### src/rtl/tile_pkg.sv
// Shared state encoding, constants and width helpers for the tile sequence player.
package tile_pkg;

  typedef enum logic [2:0] {
    ST_IDLE,
    ST_LOAD,
    ST_DRAW,
    ST_HOLD,
    ST_ERASE,
    ST_GAP,
    ST_FIN
  } state_t;

  localparam int unsigned ERASE_COLOUR = 0;
  localparam int unsigned COORD_W      = 8;

  function automatic int unsigned idx_w(input int unsigned grid_bits);
    return 2 * grid_bits;
  endfunction

  function automatic int unsigned len_w(input int unsigned seq_len);
    return $clog2(seq_len + 1);
  endfunction

  function automatic int unsigned pix_w(input int unsigned tile_size);
    return $clog2(tile_size);
  endfunction

  // Bits needed to count 0..n-1, never less than one.
  function automatic int unsigned cnt_w(input int unsigned n);
    return (n <= 1) ? 1 : $clog2(n);
  endfunction

  function automatic int unsigned max_u(input int unsigned a, input int unsigned b);
    return (a > b) ? a : b;
  endfunction

endpackage

### src/rtl/tile_pixel_walker.sv
// Walks every pixel of one tile, row by row, emitting registered plot/x/y/colour.
module tile_pixel_walker
  import tile_pkg::*;
#(
  parameter int unsigned TILE_SIZE = 8,
  parameter int unsigned COL_W     = 3
) (
  input  logic               clk,
  input  logic               reset,
  input  logic               go,
  input  logic               clear,
  input  logic [COORD_W-1:0] ox,
  input  logic [COORD_W-1:0] oy,
  input  logic [COL_W-1:0]   pen,
  output logic               plot,
  output logic [COORD_W-1:0] x,
  output logic [COORD_W-1:0] y,
  output logic [COL_W-1:0]   colour,
  output logic               last_c
);

  localparam int unsigned PIX_W = pix_w(TILE_SIZE);

  logic [PIX_W-1:0]   px;
  logic [PIX_W-1:0]   py;
  logic [PIX_W-1:0]   px_n;
  logic [PIX_W-1:0]   py_n;
  logic [COORD_W-1:0] ox_q;
  logic [COORD_W-1:0] oy_q;

  // Tile edge is a power of two, so all-ones marks the final column/row.
  assign last_c = plot && (&px) && (&py);
  assign px_n   = px + PIX_W'(1);
  assign py_n   = (&px) ? py + PIX_W'(1) : py;

  always_ff @(posedge clk or posedge reset) begin
    if (reset) begin
      plot   <= 1'b0;
      px     <= '0;
      py     <= '0;
      ox_q   <= '0;
      oy_q   <= '0;
      x      <= '0;
      y      <= '0;
      colour <= '0;
    end else if (clear) begin
      plot <= 1'b0;
      px   <= '0;
      py   <= '0;
    end else if (go) begin
      plot   <= 1'b1;
      px     <= '0;
      py     <= '0;
      ox_q   <= ox;
      oy_q   <= oy;
      x      <= ox;
      y      <= oy;
      colour <= pen;
    end else if (plot) begin
      if (last_c) begin
        // x/y/colour keep the final pixel once plotting stops
        plot <= 1'b0;
        px   <= '0;
        py   <= '0;
      end else begin
        px <= px_n;
        py <= py_n;
        x  <= ox_q + COORD_W'(px_n);
        y  <= oy_q + COORD_W'(py_n);
      end
    end
  end

endmodule

### src/rtl/tile_sequence_player.sv
// Plays a latched tile sequence: draw, hold, erase and gap for each step, then pulse done.
module tile_sequence_player
  import tile_pkg::*;
#(
  parameter int unsigned SEQ_LEN     = 9,
  parameter int unsigned GRID_BITS   = 1,
  parameter int unsigned TILE_SIZE   = 8,
  parameter int unsigned COL_W       = 3,
  parameter int unsigned HOLD_CYCLES = 12500000,
  parameter int unsigned GAP_CYCLES  = 6250000
) (
  input  logic                                 clk,
  input  logic                                 reset,
  input  logic                                 start,
  input  logic                                 abort,
  input  logic [SEQ_LEN*idx_w(GRID_BITS)-1:0]  seq,
  input  logic [len_w(SEQ_LEN)-1:0]            length,
  output logic                                 busy,
  output logic                                 done,
  output logic [cnt_w(SEQ_LEN)-1:0]            step,
  output logic                                 plot,
  output logic [7:0]                           x,
  output logic [7:0]                           y,
  output logic [COL_W-1:0]                     colour
);

  localparam int unsigned IDX_W  = idx_w(GRID_BITS);
  localparam int unsigned LEN_W  = len_w(SEQ_LEN);
  localparam int unsigned STEP_W = cnt_w(SEQ_LEN);
  localparam int unsigned PIX_W  = pix_w(TILE_SIZE);
  localparam int unsigned TMR_W  = cnt_w(max_u(HOLD_CYCLES, GAP_CYCLES));

  state_t                   state;
  logic [SEQ_LEN*IDX_W-1:0] seq_q;
  logic [LEN_W-1:0]         len_q;
  logic [LEN_W-1:0]         len_clamp_c;
  logic [TMR_W-1:0]         timer;
  logic [IDX_W-1:0]         tile_c;
  logic [IDX_W:0]           tile_p1_c;
  logic [GRID_BITS-1:0]     col_c;
  logic [GRID_BITS-1:0]     row_c;
  logic [7:0]               ox_c;
  logic [7:0]               oy_c;
  logic [COL_W-1:0]         pen_c;
  logic                     go_c;
  logic                     last_c;
  logic                     timer_zero_c;
  logic                     last_step_c;

  assign len_clamp_c = (length > LEN_W'(SEQ_LEN)) ? LEN_W'(SEQ_LEN) : length;

  // Decode of the current step; seq_q and step are stable for the whole step.
  assign tile_c    = seq_q[32'(step) * IDX_W +: IDX_W];
  assign col_c     = tile_c[GRID_BITS-1:0];
  assign row_c     = tile_c[IDX_W-1:GRID_BITS];
  assign ox_c      = 8'({col_c, {PIX_W{1'b0}}});
  assign oy_c      = 8'({row_c, {PIX_W{1'b0}}});
  assign tile_p1_c = {1'b0, tile_c} + {{IDX_W{1'b0}}, 1'b1};
  assign pen_c     = (state == ST_HOLD) ? COL_W'(ERASE_COLOUR) : COL_W'(tile_p1_c);

  assign timer_zero_c = (timer == '0);
  assign last_step_c  = (LEN_W'(step) + LEN_W'(1)) == len_q;

  // The walker starts a draw out of LOAD and an erase out of the last HOLD cycle.
  assign go_c = !abort && ((state == ST_LOAD) || ((state == ST_HOLD) && timer_zero_c));

  tile_pixel_walker #(
    .TILE_SIZE (TILE_SIZE),
    .COL_W     (COL_W)
  ) u_walker (
    .clk    (clk),
    .reset  (reset),
    .go     (go_c),
    .clear  (abort),
    .ox     (ox_c),
    .oy     (oy_c),
    .pen    (pen_c),
    .plot   (plot),
    .x      (x),
    .y      (y),
    .colour (colour),
    .last_c (last_c)
  );

  always_ff @(posedge clk or posedge reset) begin
    if (reset) begin
      state <= ST_IDLE;
      busy  <= 1'b0;
      done  <= 1'b0;
      step  <= '0;
      seq_q <= '0;
      len_q <= '0;
      timer <= '0;
    end else begin
      done <= 1'b0;
      if (abort) begin
        // Abort wins over start; a half-drawn tile is left on screen.
        state <= ST_IDLE;
        busy  <= 1'b0;
        step  <= '0;
        timer <= '0;
      end else begin
        case (state)
          ST_IDLE: begin
            if (start) begin
              seq_q <= seq;
              len_q <= len_clamp_c;
              busy  <= 1'b1;
              if (len_clamp_c == '0) begin
                state <= ST_FIN;
                done  <= 1'b1;
              end else begin
                state <= ST_LOAD;
              end
            end
          end
          ST_LOAD: state <= ST_DRAW;
          ST_DRAW: begin
            if (last_c) begin
              state <= ST_HOLD;
              timer <= TMR_W'(HOLD_CYCLES - 1);
            end
          end
          ST_HOLD: begin
            if (timer_zero_c) state <= ST_ERASE;
            else              timer <= timer - TMR_W'(1);
          end
          ST_ERASE: begin
            if (last_c) begin
              state <= ST_GAP;
              timer <= TMR_W'(GAP_CYCLES - 1);
            end
          end
          ST_GAP: begin
            if (!timer_zero_c) begin
              timer <= timer - TMR_W'(1);
            end else if (last_step_c) begin
              state <= ST_FIN;
              done  <= 1'b1;
            end else begin
              step  <= step + STEP_W'(1);
              state <= ST_LOAD;
            end
          end
          ST_FIN: begin
            state <= ST_IDLE;
            busy  <= 1'b0;
            step  <= '0;
          end
          default: state <= ST_IDLE;
        endcase
      end
    end
  end

endmodule

### config.mk
export PLATFORM = sky130hd
export DESIGN_NAME = tile_sequence_player
export DESIGN_NICKNAME = d
export VERILOG_FILES = /design/src/rtl/tile_pkg.sv /design/src/rtl/tile_pixel_walker.sv /design/src/rtl/tile_sequence_player.sv
export SDC_FILE = /design/constraint.sdc
export NUM_CORES = 1
export LEC_CHECK = 0
export BUFFER_PORTS_ARGS = -buffer_cell sky130_fd_sc_hd__buf_2
export CAP_MARGIN = 20
export CORE_MARGIN = 2
export CORE_UTILIZATION = 55
export DETAILED_ROUTE_END_ITERATION = 16
export PLACE_DENSITY = 0.82
export SYNTH_ARGS = -nofsm -noshare
export SYNTH_HDL_FRONTEND = slang
export SYNTH_HIERARCHICAL = 1
export SYNTH_SLANG_ARGS = --single-unit
### constraint.sdc
create_clock -name clk -period 3.4 [get_ports clk]
set_input_delay 0.34 -clock clk [delete_from_list [all_inputs] [get_ports clk]]
set_output_delay 0.34 -clock clk [all_outputs]
set_load 0.05 [all_outputs]
; ---- Word-level counts from Yosys, hierarchy flattened
; Index checks and enable logic that the tools add are counted.
[word_totals]
ff_bits = 83
out_inout_bits = 26
[op_classes]
add_sub_neg = 7
magnitude_cmp = 1
n_eq_ne = 15
shifts = 1
n_mux = 48
bitwise = 1
n_reduce_logical = 24
[ops]
columns = cell, count
row1 = two-way mux 24 bit, 4
row2 = one-hot mux 24 bit (3 select lines), 1
row3 = two-way mux 3 bit, 18
row4 = two-way mux 8 bit, 6
row5 = zero test 24 bit, 1
row6 = "subtractor 24 x 1 -> 24 bit, second input constant", 1
row7 = "!= test 3 bit, second input constant", 7
row8 = one-hot mux 3 bit (6 select lines), 1
row9 = variable part select 18 x 6 -> 2 bit, 1
row10 = two-way mux 4 bit, 4
row11 = AND reduction 3 bit, 5
row12 = two-way mux 1 bit, 11
row13 = adder 4 x 3 -> 5 bit, 2
row14 = "== test 3 bit, second input constant", 3
row15 = nonzero test 3 bit, 3
row16 = one-hot mux 4 bit (2 select lines), 1
row17 = "adder 3 x 1 -> 3 bit, second input constant", 2
row18 = "== test 3 x 2 -> 1 bit, second input constant", 2
row19 = AND reduction 5 bit, 1
row20 = "adder 4 x 1 -> 4 bit, second input constant", 1
row21 = == test 4 bit, 1
row22 = "> comparator 4 bit, second input constant", 1
row23 = logical AND 1 bit, 4
row24 = zero test 4 bit, 1
row25 = 13 further kinds, 15

; ---- Depth between registers and ports, before layout
; Gate-level depths: netlist (run 1).
[logic_depth]
ltp_word = 7
depth_mapped = 12
mapped_depth_nobuf = 10

; ---- By module
; Netlist (run 1), hierarchy kept.
[by_module_without_submodules]
columns = module, instances, cells_each, area_each_um2, seq_area_each_um2
row1 = tile_sequence_player, 1, 329, 3248.1, 1376.3
row2 = tile_pixel_walker, 1, 193, 2179.6, 1051.0

; ---- Least setup slack after synthesis (run 1)
; No wires, ideal clock.
[synth_path]
kind = flip-flop to flip-flop
from = register timer[0]
to = register u_walker.ox_q[3]
setup_time_ns = 0.125
arrival_time_ns = 2.825
path_slack_ns = 0.450
stages_incl_launch_ff = 12
period_less_slack_ns = 2.950
cell_sequence = dfrtp_1 -> inv_1 -> ha_1 -> nor4b_1 -> nand3_1 -> or2_2 -> a2111oi_2 -> buf_2 -> nor2b_1 -> buf_2 -> buf_6 -> mux2_2
[synth_via]
elab_chain_cells = 5
[synth_rtl]
columns = item, line_no
row1 = "start, declared", tile_sequence_player.sv:37  ; logic [TMR_W-1:0] timer;
row2 = "start signal, assigned", tile_sequence_player.sv:121  ; timer <= TMR_W'(HOLD_CYCLES - 1);
row3 = "start signal, assigned", tile_sequence_player.sv:126  ; else timer <= timer - TMR_W'(1);
row4 = "start signal, assigned", tile_sequence_player.sv:131  ; timer <= TMR_W'(GAP_CYCLES - 1);
row5 = zero test 24 bit, tile_sequence_player.sv:61  ; assign timer_zero_c = (timer == '0);
row6 = logical AND 1 bit, tile_sequence_player.sv:65  ; assign go_c = !abort && ((state == ST_LOAD) || ((state == ST_HOLD) && timer_zero_c));
row7 = logical OR 1 bit, tile_sequence_player.sv:65
row8 = logical AND 1 bit, tile_sequence_player.sv:65
row9 = named net go_c, tile_sequence_player.sv:45  ; logic go_c;
row10 = AND reduction 2 bit (no source line), -
row11 = "end signal, assigned", tile_pixel_walker.sv:41  ; ox_q <= '0;
row12 = "end signal, assigned", tile_pixel_walker.sv:54  ; ox_q <= ox;
row13 = "end, declared", tile_pixel_walker.sv:28  ; logic [COORD_W-1:0] ox_q;
; The timed path passes the listed nets, and every way through them passes these cells.
; A chain may end at the register's enable or synchronous reset.

; ---- Worst setup path in the final report (run 1)
[layout_path]
from = register timer[0]
to = register u_walker.colour[2]
[layout_via]
elab_chain_cells = 5
[layout_rtl]
columns = item, line_no
row1 = zero test 24 bit, tile_sequence_player.sv:61
row2 = logical AND 1 bit, tile_sequence_player.sv:65
row3 = logical OR 1 bit, tile_sequence_player.sv:65
row4 = logical AND 1 bit, tile_sequence_player.sv:65
row5 = named net go_c, tile_sequence_player.sv:45
row6 = AND reduction 2 bit (no source line), -
row7 = "end signal, assigned", tile_pixel_walker.sv:58  ; colour <= pen;
row8 = "end, declared", tile_pixel_walker.sv:18  ; output logic [COL_W-1:0] colour,
; The timed path passes the listed nets, and every way through them passes these cells.

==> results.toml, run 1 <==
[routing]
drc_errors = 0
wire_per_inst_um = 16.3
drt_iter0_markers = 274
antenna_left = 0
vias_per_cell = 5.90
drt_first_pass_iters = 5
via_count = 4304
totalWireLength_mm = 11.9

[timing]
fmax_mhz = 341
tns_ns = 0
clock_skew_ns = 0.0189
setup_viol = 0
drv_slew = 0
tightest_slew_ns = 0.938
fin_crit_sh_pct = 86.2
finalHoldViolCount = 0
hold_slack_ns = 0.0915
relSlewSlack_pct = 36.8
grt_setup_unrepaired = "false"
min_period_ns = 2.93
setup_ws_ns = 0.470

[synthesis]
synthCells = 522
synth_compound_area_share_pct = 16.8
synth_top_area_cell = "dfrtp_1"
synth_edf_count = 0
ys_async_sr_fraction_pct = 100
yosysSeqAreaShare_pct = 44.7
synth-seq-cells = 97
ys_types = 72
synth_top_family_by_area = "compound AO/OA/AOI/OAI gates"
yosysTopAreaCellShare_pct = 44.7
synth_fa_ha_area_share_pct = 3.96
yosys.area_share.simple_pct = 16.0
yosysWarnings = 6
ys.flop_type = "dfrtp_1"
synth_area_per_cell_um2 = 10.4
ys_top_cells_by_area = "dfrtp_1, mux2_2, o21ai_0"
synthMuxAreaShare_pct = 11.2
synth_xor_area_share_pct = 3.16
synth_area_um2 = 5430

[power]
power.density_nw_per_um2 = 915
ir_worst_vdd_v = 0.000521
p_leak_nw = 2.77

[place]
dp_hpwl_mm = 8.47
post-place-ws_ns = 0.477
globalplace.congestion = 0.855
io_buffer_count = 51

[worst_setup_path]
startpoint_type = "register"
crit_family = "simple AND/OR/NAND/NOR gates"
path_max_fanout = 25
cp.arrival_ns = 3.18
critPathCaptureType = "register"
crit_chain = "inv_1 -> ha_1 -> nor4b_1 -> nand3_1 -> or2_2 -> a2111oi_4 -> nor2b_2 -> buf_12 -> mux2_1"
r2r_start = "timer[0]"
ff2ff_setup_slack_ns = 0.47
crit_buf_inv = 2
r2r-end = "u_walker/colour[2]"
crit_slowest_cell = "dfrtp_1"
critical_path_class = "reg -> reg"
cp.required_ns = 3.65
critical_path.max_stage_delay_ns = 0.44
ff2ff_path_depth = 9

[status]
outcome = "complete, no violations"

[clocking]
h-tree-depth = 3
insertion_delay_ns = 0.37
cts_buffers = 9
clk_pin_slew_ns = 0.11
hold_buffers = 0
cts_root_buf = "clkbuf_8"
post_cts_resized = 0
cts_setup_buffers = 0
cts_max_path_buffers = 2
tritoncts = "yes"
cts.sinks = 97

[cells_and_area]
n_fill_cell = 759
drive_gt1_share_pct = 22.1
synthToLayoutAreaGrowth_pct = 12.8
fin_util_pct = 63.2
regArea_um2 = 2430
nNetsFinal = 634
multi_input_area_um2 = 2900
antenna_cells = 0

[global_routing]
antenna_found_initial = 0
grt_pass1_vias = 4030
grt_util_all_layers_pct = 23.3
grt_pass1_wl_mm = 19.7
grt_max_degree = 43
grt_overflow = 0

[run]
drv_cap = 0

[floorplan]
start_util_pct = 56.0
ios = 52
row_count = 36
core_area_um2 = 9680
die_height_um = 103
die-area_um2 = 10700
die_x_um = 103

[hold_path]
holdCritPathClass = "in -> async"
==> registers in the layout, indices dropped and copies added (netlist names) <==
name / cells
busy: 1
done: 1
len_q: 4
seq_q: 18
state: 3
step: 4
timer: 24
u_walker/colour: 3
u_walker/ox_q: 8
u_walker/oy_q: 8
u_walker/plot: 1
u_walker/px: 3
u_walker/py: 3
u_walker/x: 8
u_walker/y: 8
==> synthesized netlist by cell type, types with 8 or more instances <==
master and instances:
dfrtp_1 97, o21ai_0 42, nand2_1 35, mux2_2 31, a21oi_1 29, nor2_1 25, nor3_1 24, inv_1 19
buf_2 15, ha_1 14, nand3_1 13, clkbuf_1 11, xnor2_1 11, mux2_1 9, a22o_1 8
==> worst min-delay path: stages <==
cell   delay [ns]
buf_2        0.11
inv_1        0.04
buf_4        0.44
==> metal layers <==
layer / global-route usage, % / up-vias / wire [µm]
met5: 0 / - / 0
met4: 7.59 / 0 / 223
met3: 4.17 / 23 / 686
met2: 38.5 / 154 / 5980
met1: 31.4 / 2075 / 5010
li1: - / 2052 / -
==> power by group <==
part / internal (mW) / switching, mW / leakage [nW] / total, mW
Combinational: 1.13 / 1.77 / 1.43 / 2.90
Sequential: 1.55 / 0.376 / 1.24 / 1.93
Clock: 0.350 / 0.427 / 0.0979 / 0.777
==> cell families (layout without fill, tap and decap cells) <==
kind of cell / after synthesis / count (layout)
xor gates and xnor gates: 18 / 18
adders and majority gates: 16 / 16
and+or+nand+nor: 155 / 155
muxes: 51 / 51
AOI/OAI and AO/OA: 136 / 136
buffers and inverters: 48 / 96
other: 1 / 28
DFF: 97 / 97
==> metrics by stage <==
| step | power (mW) | cell area, µm² | instances |
|---|---|---|---|
| finish | 5.60 | 6120 | 730 |
| global route | 6.02 | 6120 | 730 |
| CTS | 5.58 | 6100 | 729 |
| detailed placement | 4.79 | 5900 | 713 |
| global placement | 4.66 | 5900 | 713 |
| floorplan | 4.08 | 5530 | 549 |
==> cell usage in the layout (no fill, tap or decap), types with 18 or more instances in the layout <==
cell	n
dfrtp_1	97
nand2_1	35
o21ai_0	42
nor2_1	25
nor3_1	24
conb_1	28
inv_1	18
buf_2	51
mux2_2	31
a21oi_1	29
==> worst max-delay path by stage <==
stage | from | endpoint | slack [ns] | cells past startpoint
after floorplan | timer[0] | u_walker/ox_q[3] | 0.45 | 11
after global placement | timer[0] | u_walker/oy_q[5] | 0.60 | 9
after detailed placement | timer[0] | u_walker/colour[0] | 0.48 | 9
after CTS | timer[0] | u_walker/colour[2] | 0.44 | 9
after global routing | timer[0] | u_walker/x[5] | 0.18 | 11
final | timer[0] | u_walker/colour[2] | 0.47 | 9
==> cell type report <==
cell class,count,share of cell area [%]
Timing Repair Buffer,61,5.93
Sequential cell,97,39.6
Inverter,19,1.16
Clock buffer,10,2.08
Clock inverter,6,1.19
Tap cell,133,2.72
Multi-Input combinational cell,404,47.3
No activity file was read; power rests on OpenSTA's default activity.
==> run 2, diff against run 1 <==
Settings changed: CORE_MARGIN 2 to 8, PLACE_DENSITY 0.82 to 0.83, SYNTH_HIERARCHICAL 1 to not set.
==> results.toml, run 2 <==
[power]
p_comb_share_pct = 44.1
p_sw_mw = 1.55
ir_worst_vdd_v = 0.000377
clkPwrFrac_pct = 19.1
power_frac_seq_pct = 36.8
p_total_mw = 3.68
p_leak_nw = 2.15
power.density_nw_per_um2 = 804
internal_power_mw = 2.13
swShare_pct = 42.0

[clocking]
h-tree-depth = 3
clk_pin_slew_ns = 0.08
cts.sinks = 75
insertion_delay_ns = 0.36
tritoncts = "yes"
cts_setup_buffers = 0
cts_root_buf = "clkbuf_8"
cts_max_path_buffers = 2
cts_buffers = 9
post_cts_resized = 0
hold_buffers = 0

[worst_setup_path]
r2r-end = "u_walker.y[0]"
ff2ff_setup_slack_ns = 0.35
critPathCaptureType = "register"
critical_path_class = "reg -> reg"
cp.arrival_ns = 3.30
crit_buf_inv = 0
critical_path.max_stage_delay_ns = 0.67
cp.required_ns = 3.65
ff2ff_path_depth = 6
startpoint_type = "register"
crit_start = "timer[16]"
crit_chain = "or4_1 -> nand2b_4 -> or3_1 -> a2111o_1 -> and2_1 -> a22o_1"
crit_slowest_cell = "or4_1"
cp_num_cells = 6
crit_family = "simple AND/OR/NAND/NOR gates"
crit_end = "u_walker.y[0]"
r2r_start = "timer[16]"
path_max_fanout = 12

[routing]
drt_first_pass_iters = 5
totalWireLength_mm = 9.25
vias_per_cell = 5.93
via_count = 3332
drt_iter0_markers = 196
top_layer = "met4"
met2_length_mm = 4.34
drc_errors = 0
antenna_left = 0
wire_per_inst_um = 16.5
wl_met3_um = 687
met1_length_mm = 4.08

[global_routing]
grt_pass1_vias = 3292
grt_pass1_wl_mm = 15.4
grt_overflow = 0
grt_util_all_layers_pct = 18.5
grt_max_degree = 38
antenna_found_initial = 0

[timing]
fin_crit_sh_pct = 89.8
drv_slew = 0
tns_ns = 0
setup_viol = 0
min_period_ns = 3.05
relSlewSlack_pct = 50.6
tightest_slew_ns = 0.741
clock_skew_ns = 0.0127
grt_setup_unrepaired = "false"
finalHoldViolCount = 0
fmax_mhz = 327

[synthesis]
synth_most_common_cell = "dfrtp_1"
yosysWarnings = 0
synth_edf_count = 0
netlist_top_cells_count = "dfrtp_1, nor2_1, nand2_1"
yosysSeqAreaShare_pct = 45.7
yosysTopAreaCellShare_pct = 45.7
synth_area_per_cell_um2 = 9.80
synth-seq-cells = 75
synthCells = 419
ys_async_sr_fraction_pct = 100
ys.flop_type = "dfrtp_1"
synth_area_um2 = 4110
ys_top_cells_by_area = "dfrtp_1, mux2_2, nor2_1"
ys_types = 63
synth_top_area_cell = "dfrtp_1"

[hold_path]
holdCritPathClass = "in -> async"

[status]
outcome = "complete, no violations"

[cells_and_area]
top_register = "timer"
n_fill_cell = 592
largestRegisters = "timer x24, seq_q x18"
drive_gt1_share_pct = 22.2
antenna_cells = 0
final_common_cell = "dfrtp_1"
nNetsFinal = 492
largest_reg_flops = 24
mostFrequentLayoutCells = "dfrtp_1, buf_2, nor2_1"
synthToLayoutAreaGrowth_pct = 11.5

[place]
io_buffer_count = 43
globalplace.congestion = 0.900
dp_hpwl_mm = 6.63

[floorplan]
row_count = 31
ios = 52
die_x_um = 102
die-area_um2 = 10500
die_height_um = 102
core_area_um2 = 7250
start_util_pct = 56.6

[run]
drv_cap = 0
==> run 2: per-layer routing <==
metal / up-vias / track usage (%)
met3: 13 / 3.88
met2: 140 / 29.6
met5: - / 0
met4: 0 / 8.13
met1: 1598 / 23.7
li1: 1581 / -
==> run 2: power groups by stage <==
stage	Clock, mW	Combinational [mW]	Sequential, mW
6_report	0.701	1.62	1.36
3_5_place_dp	0	1.60	1.36
3_3_place_gp	0	1.55	1.35
5_1_grt	0.753	1.78	1.39
4_1_cts	0.715	1.61	1.35
2_1_floorplan	0	1.13	1.45
==> run 2: cells by family after synthesis <==
kind of cell	share of synthesized area, %
XOR/XNOR	3.14
buffers and inverters	4.84
adder cells (fa/ha/maj)	2.44
other	0.0913
AND/OR/NAND/NOR	18.6
flip-flops	45.7
multiplexers	9.84
AO/OA/AOI/OAI	15.3
==> run 2: how the worst min path moves through the flow <==
stage                             from                 end  slack, ns  cells past startpoint
finish                           reset      u_walker.py[0]       0.10                      2
global route                     reset      u_walker.py[0]       0.16                      2
CTS                              reset      u_walker.py[2]       0.12                      2
detailed placement  u_walker.colour[1]  u_walker.colour[1]       0.47                      2
global placement              len_q[2]            len_q[2]       0.47                      2
floorplan                     len_q[2]            len_q[2]       0.45                      2
==> run 2: cell type report <==
type / instances / area, µm² / area share (%)
Multi-Input combinational cell: 309 / 2060 / 44.9
Sequential cell: 75 / 1880 / 41.0
Timing Repair Buffer: 51 / 275 / 6.01
Clock buffer: 11 / 141 / 3.09
Tap cell: 99 / 124 / 2.70
Clock inverter: 5 / 60.1 / 1.31
Inverter: 12 / 45.0 / 0.984
==> run 2: stage by stage <==
step	hold slack, ns	utilization [%]	cell area [µm²]	setup WS, ns	instances
3_3_place_gp	0.472	60.4	4380	0.425	546
6_report	0.101	63.1	4580	0.346	562
2_1_floorplan	0.452	-	4130	0.683	426
3_5_place_dp	0.474	60.4	4380	0.364	546
4_1_cts	0.119	63.1	4580	0.363	562
5_1_grt	0.162	63.1	4580	0.232	562
